--- src/rtl/quadrant_corrector_pipe_if.sv ---
// Stream bus of the quadrant corrector: input sample channel and corrected output channel.
// The master side is the sample source and downstream sink; the slave side is the corrector.
interface quadrant_corrector_pipe_if #(
   parameter int DATA_W  = 32,
   parameter int ANGLE_W = 32
);
   logic               in_valid;
   logic               in_ready;
   logic               in_mode;
   logic [DATA_W-1:0]  in_x;
   logic [DATA_W-1:0]  in_y;
   logic [ANGLE_W-1:0] in_angle;
   logic               out_valid;
   logic               out_ready;
   logic [DATA_W-1:0]  out_x;
   logic [DATA_W-1:0]  out_y;
   logic [ANGLE_W-1:0] out_angle;
   logic               out_flip;

   modport master (
      output in_valid, in_mode, in_x, in_y, in_angle, out_ready,
      input  in_ready, out_valid, out_x, out_y, out_angle, out_flip
   );

   modport slave (
      input  in_valid, in_mode, in_x, in_y, in_angle, out_ready,
      output in_ready, out_valid, out_x, out_y, out_angle, out_flip
   );
endinterface

--- src/rtl/quadrant_corrector_pipe.sv ---
// CORDIC pre-rotation: folds a vector/angle into [-90deg,+90deg) via an optional 180deg flip.
// Two-stage valid/ready pipeline; define QC_SAT_EN to saturate negation of the most negative value.
module quadrant_corrector_pipe #(
   parameter int DATA_W  = 32,
   parameter int ANGLE_W = 32,
   parameter int CNT_W   = 16
) (
   input  logic                   clk,
   input  logic                   rst_n,
   quadrant_corrector_pipe_if.slave bus,
   input  logic                   cnt_clr,
   output logic [CNT_W-1:0]       corr_cnt
);
   localparam logic [DATA_W-1:0]  DATA_MIN = {1'b1, {(DATA_W-1){1'b0}}};
   localparam logic [ANGLE_W-1:0] HALF_TURN = {1'b1, {(ANGLE_W-1){1'b0}}};
   localparam logic [CNT_W-1:0]   CNT_MAX  = '1;

   function automatic logic [DATA_W-1:0] negate(input logic [DATA_W-1:0] v);
`ifdef QC_SAT_EN
      negate = (v == DATA_MIN) ? ~DATA_MIN : -v;
`else
      negate = -v;
`endif
   endfunction

   logic               s1_valid_q, s1_flip_q, s1_flip_d;
   logic [DATA_W-1:0]  s1_x_q, s1_y_q;
   logic [ANGLE_W-1:0] s1_angle_q;
   logic               s2_valid_q, s2_flip_q;
   logic [DATA_W-1:0]  s2_x_q, s2_y_q, s2_x_d, s2_y_d;
   logic [ANGLE_W-1:0] s2_angle_q, s2_angle_d;
   logic [CNT_W-1:0]   cnt_q, cnt_d;
   logic               adv1, adv2;

   assign adv2        = ~s2_valid_q | bus.out_ready;
   assign adv1        = ~s1_valid_q | adv2;
   assign bus.in_ready = adv1;

   // Rotation flips for quadrant bits 01/10 ([90,270)); vectoring flips on negative x.
   assign s1_flip_d = bus.in_mode ? bus.in_x[DATA_W-1]
                                  : (bus.in_angle[ANGLE_W-1] ^ bus.in_angle[ANGLE_W-2]);

   always_comb begin
      s2_x_d     = s1_x_q;
      s2_y_d     = s1_y_q;
      s2_angle_d = s1_angle_q;
      if (s1_flip_q) begin
         s2_x_d     = negate(s1_x_q);
         s2_y_d     = negate(s1_y_q);
         s2_angle_d = s1_angle_q ^ HALF_TURN;
      end
   end

   always_comb begin
      cnt_d = cnt_q;
      if (cnt_clr)
         cnt_d = '0;
      else if (s2_valid_q && bus.out_ready && s2_flip_q && cnt_q != CNT_MAX)
         cnt_d = cnt_q + 1'b1;
   end

   // NOTE: sequential state uses non-blocking assignments so every register samples pre-edge values.
   always_ff @(posedge clk or negedge rst_n) begin
      if (!rst_n) begin
         s1_valid_q <= 1'b0;
         s1_flip_q  <= 1'b0;
         s1_x_q     <= '0;
         s1_y_q     <= '0;
         s1_angle_q <= '0;
      end else if (adv1) begin
         s1_valid_q <= bus.in_valid;
         if (bus.in_valid) begin
            s1_flip_q  <= s1_flip_d;
            s1_x_q     <= bus.in_x;
            s1_y_q     <= bus.in_y;
            s1_angle_q <= bus.in_angle;
         end
      end
   end

   // Output registers are held while stalled, which keeps out_* stable under backpressure.
   always_ff @(posedge clk or negedge rst_n) begin
      if (!rst_n) begin
         s2_valid_q <= 1'b0;
         s2_flip_q  <= 1'b0;
         s2_x_q     <= '0;
         s2_y_q     <= '0;
         s2_angle_q <= '0;
      end else if (adv2) begin
         s2_valid_q <= s1_valid_q;
         if (s1_valid_q) begin
            s2_flip_q  <= s1_flip_q;
            s2_x_q     <= s2_x_d;
            s2_y_q     <= s2_y_d;
            s2_angle_q <= s2_angle_d;
         end
      end
   end

   always_ff @(posedge clk or negedge rst_n) begin
      if (!rst_n) cnt_q <= '0;
      else        cnt_q <= cnt_d;
   end

   assign bus.out_valid = s2_valid_q;
   assign bus.out_flip  = s2_flip_q;
   assign bus.out_x     = s2_x_q;
   assign bus.out_y     = s2_y_q;
   assign bus.out_angle = s2_angle_q;
   assign corr_cnt      = cnt_q;
endmodule

--- src/flat_wrapper.sv ---
// flat-port wrapper written by rule: the top's interface ports become plain ports
module quadrant_corrector_pipe_flat 
#(
   parameter int DATA_W  = 32,
   parameter int ANGLE_W = 32,
   parameter int CNT_W   = 16
)
  (clk, rst_n, cnt_clr, corr_cnt, bus_in_valid, bus_in_mode, bus_in_x, bus_in_y, bus_in_angle, bus_out_ready, bus_in_ready, bus_out_valid, bus_out_x, bus_out_y, bus_out_angle, bus_out_flip);
  quadrant_corrector_pipe_if #(.DATA_W(DATA_W), .ANGLE_W(ANGLE_W)) bus_i ();
  input  logic clk;
  input  logic rst_n;
  input  logic cnt_clr;
  output logic [CNT_W-1:0] corr_cnt;
  input wire logic [$bits(bus_i.in_valid)-1:0] bus_in_valid;
  input wire logic [$bits(bus_i.in_mode)-1:0] bus_in_mode;
  input wire logic [$bits(bus_i.in_x)-1:0] bus_in_x;
  input wire logic [$bits(bus_i.in_y)-1:0] bus_in_y;
  input wire logic [$bits(bus_i.in_angle)-1:0] bus_in_angle;
  input wire logic [$bits(bus_i.out_ready)-1:0] bus_out_ready;
  output wire logic [$bits(bus_i.in_ready)-1:0] bus_in_ready;
  output wire logic [$bits(bus_i.out_valid)-1:0] bus_out_valid;
  output wire logic [$bits(bus_i.out_x)-1:0] bus_out_x;
  output wire logic [$bits(bus_i.out_y)-1:0] bus_out_y;
  output wire logic [$bits(bus_i.out_angle)-1:0] bus_out_angle;
  output wire logic [$bits(bus_i.out_flip)-1:0] bus_out_flip;
  assign bus_i.in_valid = bus_in_valid;
  assign bus_i.in_mode = bus_in_mode;
  assign bus_i.in_x = bus_in_x;
  assign bus_i.in_y = bus_in_y;
  assign bus_i.in_angle = bus_in_angle;
  assign bus_i.out_ready = bus_out_ready;
  assign bus_in_ready = bus_i.in_ready;
  assign bus_out_valid = bus_i.out_valid;
  assign bus_out_x = bus_i.out_x;
  assign bus_out_y = bus_i.out_y;
  assign bus_out_angle = bus_i.out_angle;
  assign bus_out_flip = bus_i.out_flip;
  quadrant_corrector_pipe #(.DATA_W(DATA_W), .ANGLE_W(ANGLE_W), .CNT_W(CNT_W)) u_core (.clk(clk), .rst_n(rst_n), .bus(bus_i), .cnt_clr(cnt_clr), .corr_cnt(corr_cnt));
endmodule
--- config.mk ---
export PLATFORM = sky130hd
export DESIGN_NAME = quadrant_corrector_pipe_flat
export DESIGN_NICKNAME = d
export VERILOG_FILES = /design/src/rtl/quadrant_corrector_pipe_if.sv /design/src/rtl/quadrant_corrector_pipe.sv /design/src/flat_wrapper.sv
export SDC_FILE = /design/constraint.sdc
export NUM_CORES = 1
export LEC_CHECK = 0
export ABC_AREA = 1
export CORE_MARGIN = 8
export CORE_UTILIZATION = 46
export CTS_CLUSTER_SIZE = 30
export DETAILED_ROUTE_END_ITERATION = 10
export GPL_ROUTABILITY_DRIVEN = 0
export PLACE_DENSITY_LB_ADDON = 0.3
export SLEW_MARGIN = 5
export SYNTH_ARGS = -nofsm -noshare
export SYNTH_HDL_FRONTEND = slang
export SYNTH_SLANG_ARGS = --single-unit
--- constraint.sdc ---
create_clock -name clk -period 1.47 [get_ports clk]
set_input_delay 0.2205 -clock clk [delete_from_list [all_inputs] [get_ports clk]]
set_output_delay 0.2205 -clock clk [all_outputs]
set_load 0.02 [all_outputs]
; Word-level counts from Yosys, hierarchy flattened
; Cells that the tools add are included.
[classes]
eq_ne = 1
muxes = 6
n_reduce_logical = 6
bitwise_logic = 6
addsub = 3
[ops]
columns = op, count
row1 = 32-bit two-way mux, 3
row2 = 32-bit negation, 2
row3 = 16-bit two-way mux, 2
row4 = "16-bit by 1-bit adder with 16-bit output, second input constant", 1
row5 = "16-bit inequality test, second input constant", 1
row6 = 2-bit AND reduction, 2
row7 = 1-bit logical AND, 3
row8 = 1-bit NOT, 3
row9 = 1-bit OR, 2
row10 = 2-bit nonzero test, 1
row11 = 1-bit two-way mux, 1
row12 = 1-bit bitwise XOR, 1
[totals]
out_inout_bits = 115
input_bits = 102
ff_bits = 212

; Depth between registers and ports, before layout
[logic_depth]
depth_word = 5
ltp_mapped = 11
depth_no_buf = 10

; Worst setup path before layout
; Ideal clock, no wire load.
[synth_path]
kind = reg2reg
startpoint = register u_core.cnt_q[0], in the netlist u_core.corr_cnt[0]
endpoint = register u_core.cnt_q[11], in the netlist u_core.corr_cnt[11]
path_buffers = 0
slack_ns = -0.153
synth_period_minus_slack_ns = 1.623
t_arrival_ns = 1.504
stages_incl_launch_ff = 9
required_ns = 1.350
setup_ns = 0.120
cell_sequence = dfrtp_1 ha_1 nand3_2 nor3_2 nand3_2 nand2_4 inv_2 a21oi_1 nor2_1
[synth_between]
elab_chain_len = 3
word_cells_on_any_way = 6
[synth_lines]
columns = element, line
row1 = start: declaration, quadrant_corrector_pipe.sv:32  ; logic [CNT_W-1:0] cnt_q, cnt_d;
row2 = start signal: assignment, quadrant_corrector_pipe.sv:102  ; else cnt_q <= cnt_d;
row3 = 16-bit by 1-bit adder with 16-bit output or 16-bit inequality test (tied branches), "quadrant_corrector_pipe.sv:59, quadrant_corrector_pipe.sv:58"
row4 = 16-bit two-way mux or 1-bit logical AND (tied branches), quadrant_corrector_pipe.sv:58  ; else if (s2_valid_q && bus.out_ready && s2_flip_q && cnt_q != CNT_MAX)
row5 = 16-bit two-way mux or 2-bit nonzero test (tied branches), n/a
; Parallel ways exist; a longest one is shown, timed or not. The select of a mux whose other input is x is not followed.
; A chain may end at the register's enable or synchronous reset.

; Worst setup path in the final report
[layout_path]
startpoint = register u_core.s1_y_q[1]
endpoint = register u_core.s2_y_q[14], in the netlist u_core.bus.out_y[14]
[layout_between]
elab_chain_len = 2
[layout_lines]
columns = element, line
row1 = start: declaration, quadrant_corrector_pipe.sv:27  ; logic [DATA_W-1:0] s1_x_q, s1_y_q;
row2 = start signal: assignment, quadrant_corrector_pipe.sv:75  ; s1_y_q <= bus.in_y;
row3 = 32-bit negation, quadrant_corrector_pipe.sv:22  ; negate = -v;
row4 = 32-bit two-way mux, quadrant_corrector_pipe.sv:47  ; if (s1_flip_q) begin
row5 = end signal: assignment, quadrant_corrector_pipe.sv:94  ; s2_y_q <= s2_y_d;
row6 = end: declaration, quadrant_corrector_pipe.sv:30  ; logic [DATA_W-1:0] s2_x_q, s2_y_q, s2_x_d, s2_y_d;
; No other way between the ends.

==> results.sh <==
export IMPL_die_h_um=163
export IMPL_n_antenna_cell=0
export IMPL_yosys_register_bits=212
export IMPL_slew_viol_final=0
export IMPL_synth_mux_area_share_pct=0
export IMPL_wl_met1_um=12700
export IMPL_powerDensity_nw_per_um2=1490
export IMPL_rows=54
export IMPL_drc=0
export IMPL_finClkSkew_ns=0.00946
export IMPL_synthCells=1267
export IMPL_cts_buffer_depth=3
export IMPL_cts_root_buf="clkbuf_16"
export IMPL_fin_cells=1869
export IMPL_ioPinCount=217
export IMPL_path_cells="inv_2 -> ha_4 -> nand3_4 -> nand2_4 -> nand3_4 -> nor2_4 -> nand2_1 -> nand3_1 -> nand2_1"
export IMPL_drive_gt1_share_pct=20.3
export IMPL_first_pass_iters=5
export IMPL_yosysUniqueCellTypes=30
export IMPL_peakVddDrop_v=0.00100
export IMPL_synth_simple_gate_area_share_pct=29.4
export IMPL_cts_sinks=212
export IMPL_setup_worst_path_start_class="flop"
export IMPL_hpwl_um=20900
export IMPL_syn2layout_area_growth_pct=46.2
export IMPL_htreeDepth=1
export IMPL_routed_wl_met3_um=2030
export IMPL_die_w_um=163
export IMPL_synth_top_family_by_area="simple AND/OR/NAND/NOR gates"
export IMPL_whs_ns=0.232
export IMPL_utilization_pct=67.8
export IMPL_yosysTopAreaCell="dfrtp_1"
export IMPL_hp_class="input pin to asynchronous set/reset pin"
export IMPL_antenna_found_initial=0
export IMPL_viasPerCell=5.13
export IMPL_synth_area_leaders="dfrtp_1 53%, nand2_1 18%, o21ai_0 7.2%, nand3_1 4.9%, inv_1 3.7%"
export IMPL_rsz0062_at_grt="yes"
export IMPL_vias=9582
export IMPL_finalCritPeriodShare_pct=104
export IMPL_grt_pass1_vias=9492
export IMPL_overflow=0
export IMPL_grt_max_degree=70
export IMPL_coreArea_sq_um=21600
export IMPL_yosysTopAreaCellShare_pct=53.1
export IMPL_critPathCaptureType="flop"
export IMPL_netlist_area_sq_um=9990
export IMPL_tightest_slew_ns=0.414
export IMPL_die_area_sq_um=26700
export IMPL_synth_avg_cell_area_sq_um=7.89
export IMPL_worstSetupPathType="flop to flop"
export IMPL_dp_cells=1805
export IMPL_setup_viol=13
export IMPL_ys_warn_count=0
export IMPL_numCtsBuffers=24
export IMPL_cp_max_fo=5
export IMPL_wl_per_cell_um=16.1
export IMPL_first_iter_violations=548
export IMPL_cp_arrival_ns=1.93
export IMPL_grt_pass1_wl_um=47200
export IMPL_cp_slowest_cell="dfrtp_1"
export IMPL_gr_usage_all_layers_pct=21.5
export IMPL_path_buf_inv=1
export IMPL_placement_io_buffers=216
export IMPL_clkTransAtPathRegs_ns=0.06
export IMPL_post_synth_fa_ha_maj_area_fraction_pct=0.376
export IMPL_wl_met2_um=14700
export IMPL_period_minus_slack_ns=1.53
export IMPL_reg2reg_from="u_core.s1_y_q[1]$_DFFE_PN0P_"
export IMPL_ant_nets=0
export IMPL_hold_viol_final=0
export IMPL_totalWireLength_um=30000
export IMPL_nets=1676
export IMPL_highest_layer="met4"
export IMPL_synth_compound_area_share_pct=8.44
export IMPL_status="finished with violations"
export IMPL_violations="setup timing"
export IMPL_cts_tree="built"
export IMPL_pre_cts_slack_ns=-0.313
export IMPL_critical_path_top_delay_family="simple AND/OR/NAND/NOR gates"
export IMPL_slew_headroom_pct=72.4
export IMPL_synth_xor_area_share_pct=2.37
export IMPL_worst_slack_ns=-0.0586
export IMPL_reg2reg_setup_slack_ns=-0.06
export IMPL_rr_endpoint="u_core.bus.out_y[14]$_DFFE_PN0P_"
export IMPL_seq_area_frac_synth_pct=53.1
export IMPL_syn_nets=1372
export IMPL_cap_viol_max_count=0
export IMPL_clk_latency_ns=0.51
export IMPL_slowest_delay_ns=0.40
export IMPL_clock_fmax_ghz=0.654
export IMPL_power_leakage_nw=7.05
export IMPL_r2r_cells=9
export IMPL_fin_area_sq_um=14600
export IMPL_initial_core_util_pct=46.4
export IMPL_placed_cell_area_sq_um=13100
export IMPL_cp_required_ns=1.87
[flip-flops by register name, summed over array words and instances (netlist names)]
name,flops
u_core.s1_y_q,32
u_core.bus.out_flip,1
u_core.bus.out_x,32
u_core.s1_x_q,32
u_core.s1_angle_q,32
u_core.corr_cnt,16
u_core.bus.out_valid,1
u_core.bus.out_y,32
u_core.bus.out_angle,32
u_core.s1_valid_q,1
u_core.s1_flip_q,1
[worst max-delay path by stage]
| stage | cells past startpoint | slack [ns] | startpoint | endpoint |
|---|---|---|---|---|
| finish | 9 | -0.06 | u_core.s1_y_q[1]$_DFFE_PN0P_ | u_core.bus.out_y[14]$_DFFE_PN0P_ |
| global route | 10 | -0.14 | u_core.s1_y_q[1]$_DFFE_PN0P_ | u_core.bus.out_y[26]$_DFFE_PN0P_ |
| CTS | 9 | -0.007 | u_core.s1_y_q[0]$_DFFE_PN0P_ | u_core.bus.out_y[26]$_DFFE_PN0P_ |
| detailed placement | 10 | -0.31 | bus_out_ready | u_core.corr_cnt[6]$_DFFE_PN0P_ |
| global placement | 10 | -0.30 | bus_out_ready | u_core.corr_cnt[12]$_DFFE_PN0P_ |
| floorplan | 8 | 0.006 | u_core.corr_cnt[0]$_DFFE_PN0P_ | u_core.corr_cnt[11]$_DFFE_PN0P_ |
[cells by family after synthesis]
kind of cell             Yosys count
buffers and inverters            153
adder cells (fa/ha/maj)            3
AND/OR/NAND/NOR                  706
AO/OA/AOI/OAI                    166
XOR/XNOR                          27
flip-flops                       212
[layout by cell type, fill, tap and decap left out, drive strengths merged]
| cell | count |
|---|---|
| buf | 122 |
| dlygate4sd2 | 58 |
| inv | 102 |
| clkbuf | 51 |
| nand4 | 16 |
| a31oi | 5 |
| xor2 | 26 |
| nand2 | 475 |
| dfrtp | 212 |
| ha | 3 |
| nand3b | 8 |
| a31o | 1 |
| and2 | 1 |
| bufinv | 1 |
| clkdlybuf4s50 | 100 |
| nand3 | 102 |
| and3 | 1 |
| xnor2 | 1 |
| o21ai | 155 |
| dlygate4sd3 | 1 |
| o21bai | 1 |
| nor2 | 95 |
| nor3 | 9 |
| a21oi | 4 |
| clkdlybuf4s15 | 33 |
| clkinv | 6 |
[final cells by class]
class / instances / area, sq um
Multi-Input combinational cell: 903 / 4640
Inverter: 103 / 404
Fill cell: 1783 / 6940
Sequential cell: 212 / 5320
Timing Repair Buffer: 327 / 3090
Clock buffer: 38 / 754
Tap cell: 280 / 350
Clock inverter: 6 / 55.1
[where the power goes]
group,switching (mW),internal [mW],leakage (nW)
Clock,2.37,3.68,0.405
Sequential,0.868,7.21,2.61
Combinational,4.60,3.04,4.04
Total,7.84,13.9,7.05
[stage by stage]
step | power, mW | setup TNS (ns)
finish | 21.8 | -0.270
CTS | 21.4 | -0.0110
detailed placement | 15.8 | -18.15
global route | 23.0 | -2.92
global placement | 15.6 | -13.61
floorplan | 11.9 | 0
[timing repair]
action                                  4_1_cts  5_1_grt
endpoints found under the setup margin      155       96
resized for setup                           236      170
hold endpoints to repair                     37        0
gates cloned                                  1        2
setup buffers                                 4       12
hold buffers                                  1        0
pin swaps                                    18       53
[routing by layer]
| metal | global-route usage, % | vias to the layer above |
|---|---|---|
| met5 | 0 | - |
| met4 | 5.92 | 0 |
| met3 | 4.44 | 47 |
| met2 | 36.9 | 294 |
| met1 | 27.0 | 4587 |
| li1 | - | 4654 |
[synth_stat cells]
cell type	count
ha_1	3
nand3b_1	8
xnor2_1	1
o21ai_1	11
inv_2	4
nor3_2	3
o21ai_0	144
nor2_2	3
nand4_1	16
a31o_2	1
o21bai_1	1
a21oi_1	4
nand3_1	97
clkinv_4	1
and2_1	1
buf_6	1
nor2_1	92
buf_4	4
nor3_1	6
nand2_2	3
buf_2	29
dfrtp_1	212
clkbuf_1	16
inv_1	98
nand2_4	2
and3_1	1
nand2_1	469
nand3_2	5
a31oi_1	5
xor2_1	26
Note: power is estimated with default switching activity, not from simulation.
==> RTL change, RTL diff (same settings) <==
Build with the macro `QC_SAT_EN` defined.
--- a/src/rtl/quadrant_corrector_pipe.sv
+++ b/src/rtl/quadrant_corrector_pipe.sv
@@ -1,4 +1,6 @@
 // CORDIC pre-rotation: folds a vector/angle into [-90deg,+90deg) via an optional 180deg flip.
 // Two-stage valid/ready pipeline; define QC_SAT_EN to saturate negation of the most negative value.
+`define QC_SAT_EN
+
 module quadrant_corrector_pipe #(
    parameter int DATA_W  = 32,
Formal check against the unedited RTL: not equivalent (a bounded check fails within 4 cycles, from zero or initial values and one cycle with rst_n low).
==> RTL change against the original RTL <==
- the run still ends with negative setup slack left
- synthesized area increased by 2.5%
- setup slack got worse by 0.19 ns
- routed wire length increased by 17%
- cell area increased by 10%
- cell count increased by 8.3%
- sequential cell count unchanged
- power increased by 7.0%
- worst hold slack got worse by 0.021 ns
- largest cell class is now multi-input combinational cells
- largest power group is now combinational cells
==> RTL change: results <==
group,metric,value,unit
synthesis,synth_warnings,0,
power_and_ir_drop,ir_drop,938.4,µV
global_route,grt_usage,23.53,%
timing,tightest_slew,0.3819,ns
synthesis,ys.flop_type,"dfrtp_1",
cts,htree_num_levels,1,
cells_and_area,nets,1833,
synthesis,synth_common_cells,"nand2_1, dfrtp_1, nor2_1",
global_route,grt_max_degree,52,
routing,via_count,10530,
timing,finalSetupViolations,79,
critical_path,arrival,2.15,ns
power_and_ir_drop,p_leak,0.007615,µW
routing,routed_wirelength,35.10,mm
critical_path,worstPathMaxFanout,4,
place,placed_area,0.01406,mm²
synthesis,synth_fp_nets,1439,
power_and_ir_drop,switching_share,37.12,%
global_route,grt_pass1_wl,51.78,mm
cts,cts-buffers-inserted,24,
timing,hold_viol,0,
global_route,antenna_found_initial,1,
cts,clk_pin_slew_worst_paths,0.06,ns
place,port_buffers,216,
critical_path,slowest_delay,0.45,ns
routing,dr.pass1.iters,6,
routing,drc_errors,0,
cts,clk_path_buf_depth,3,
critical_path,slowest_stage,"dfrtp_2",
critical_path,startpoint,"u_core.s1_x_q[5]",
routing,drt_iter0_drc,837,
critical_path,cpLargestDelayFamily,"simple AND/OR/NAND/NOR gates",
timing,final.setup_skew,0.01437,ns
synthesis,yosysSeqAreaShare,51.79,%
cts,clkLatencyLatePin,0.52,ns
cts,root_buffer,"clkbuf_16",
synthesis,async_flop_share,100.0,%
synthesis,synth.distinct_cells,33,
place,hpwl,22.91,mm
cells_and_area,drive_above_1_share,29.30,%
worst_hold_path,hp-class,"in -> async",
outcome,violations,"negative setup slack",
outcome,run_status,"finished with violations",
synthesis,ys_top_cells_by_area,"dfrtp_1, nand2_1, nor2_1",
timing,fin_ws,-0.2479,ns
global_route,grt_pass1_vias,10460,
RTL change: cell types whose count changed in the layout (fill, tap and decap cells not counted), moves of 26 or more:
cell / unedited run / this run
buf_4: 87 / 150
nor2_1: 61 / 134
o21ai_0: 131 / 104
dlygate4sd2_1: 58 / 18
clkdlybuf4s15_1: 28 / 56
nand2_2: 21 / 50
nand3_1: 68 / 42
nand2_1: 439 / 391
RTL change: layer usage:
layer,vias up,wire length [µm],track usage (%)
met1,5092,13380,28.23
li1,4956,-,-
met2,393,18110,41.22
met3,89,2237,3.991
met5,-,0,0
met4,0,1374,9.623
RTL change: metrics by stage:
step	hold slack [ns]	setup WS (ns)	std cells	setup TNS (ns)
3_3_place_gp	0.1383	-0.2887	1947	-28.33
4_1_cts	0.1920	-0.1661	2008	-7.802
3_5_place_dp	0.1427	-0.3226	1947	-35.87
6_report	0.2103	-0.2479	2025	-11.87
2_1_floorplan	-0.07509	-0.1319	1334	-1.165
5_1_grt	0.2272	-0.3414	2025	-18.76
RTL change: power groups by stage:
stage	clock [µW]	combinational (µW)	sequential, µW
6_report	5830	9330	8140
5_1_grt	6140	10100	8290
4_1_cts	5920	8410	8050
3_5_place_dp	0	8530	8140
3_3_place_gp	0	8360	8120
2_1_floorplan	0	2880	9290
RTL change: repair_timing:
action,in CTS,in global routing
hold endpoints to repair,212,0
buffers inserted,15,13
hold buffers,1,0
endpoints found under the setup margin,193,153
pin swaps,32,75
gates cloned,3,4
resized for setup,295,299
RTL change: layout make-up:
cell class | instances | area, µm²
inverters | 113 | 441.7
fillers | 1502 | 5685
clock inverters | 5 | 61.31
diodes | 1 | 2.502
repair buffers | 416 | 3928
multi-input cells | 960 | 5319
clock buffers | 37 | 709.4
flip-flops and latches | 212 | 5315
well taps | 280 | 350.3
repair inverters | 1 | 11.26
RTL change: worst paths after layout:
check | slack, ns | endpoint | cells past startpoint
worst min register to register | 0.47 | u_core.bus.out_angle[2] | 2
min in group clk | 0.23 | u_core.s1_angle_q[2] | 3
worst max register to register | -0.25 | u_core.bus.out_x[16] | 10
worst max-delay path | -0.25 | u_core.bus.out_x[16] | 10
worst min-delay path | 0.21 | u_core.corr_cnt[4] | 2
max in group asynchronous | 0.62 | u_core.s1_y_q[14] | 3
RTL change: cells by family after synthesis:
family	synth area share [%]
flip-flops	51.79
AND/OR/NAND/NOR	29.34
AO/OA/AOI/OAI	8.746
XOR/XNOR	3.249
buffers and inverters	6.510
adder cells (fa/ha/maj)	0.3665
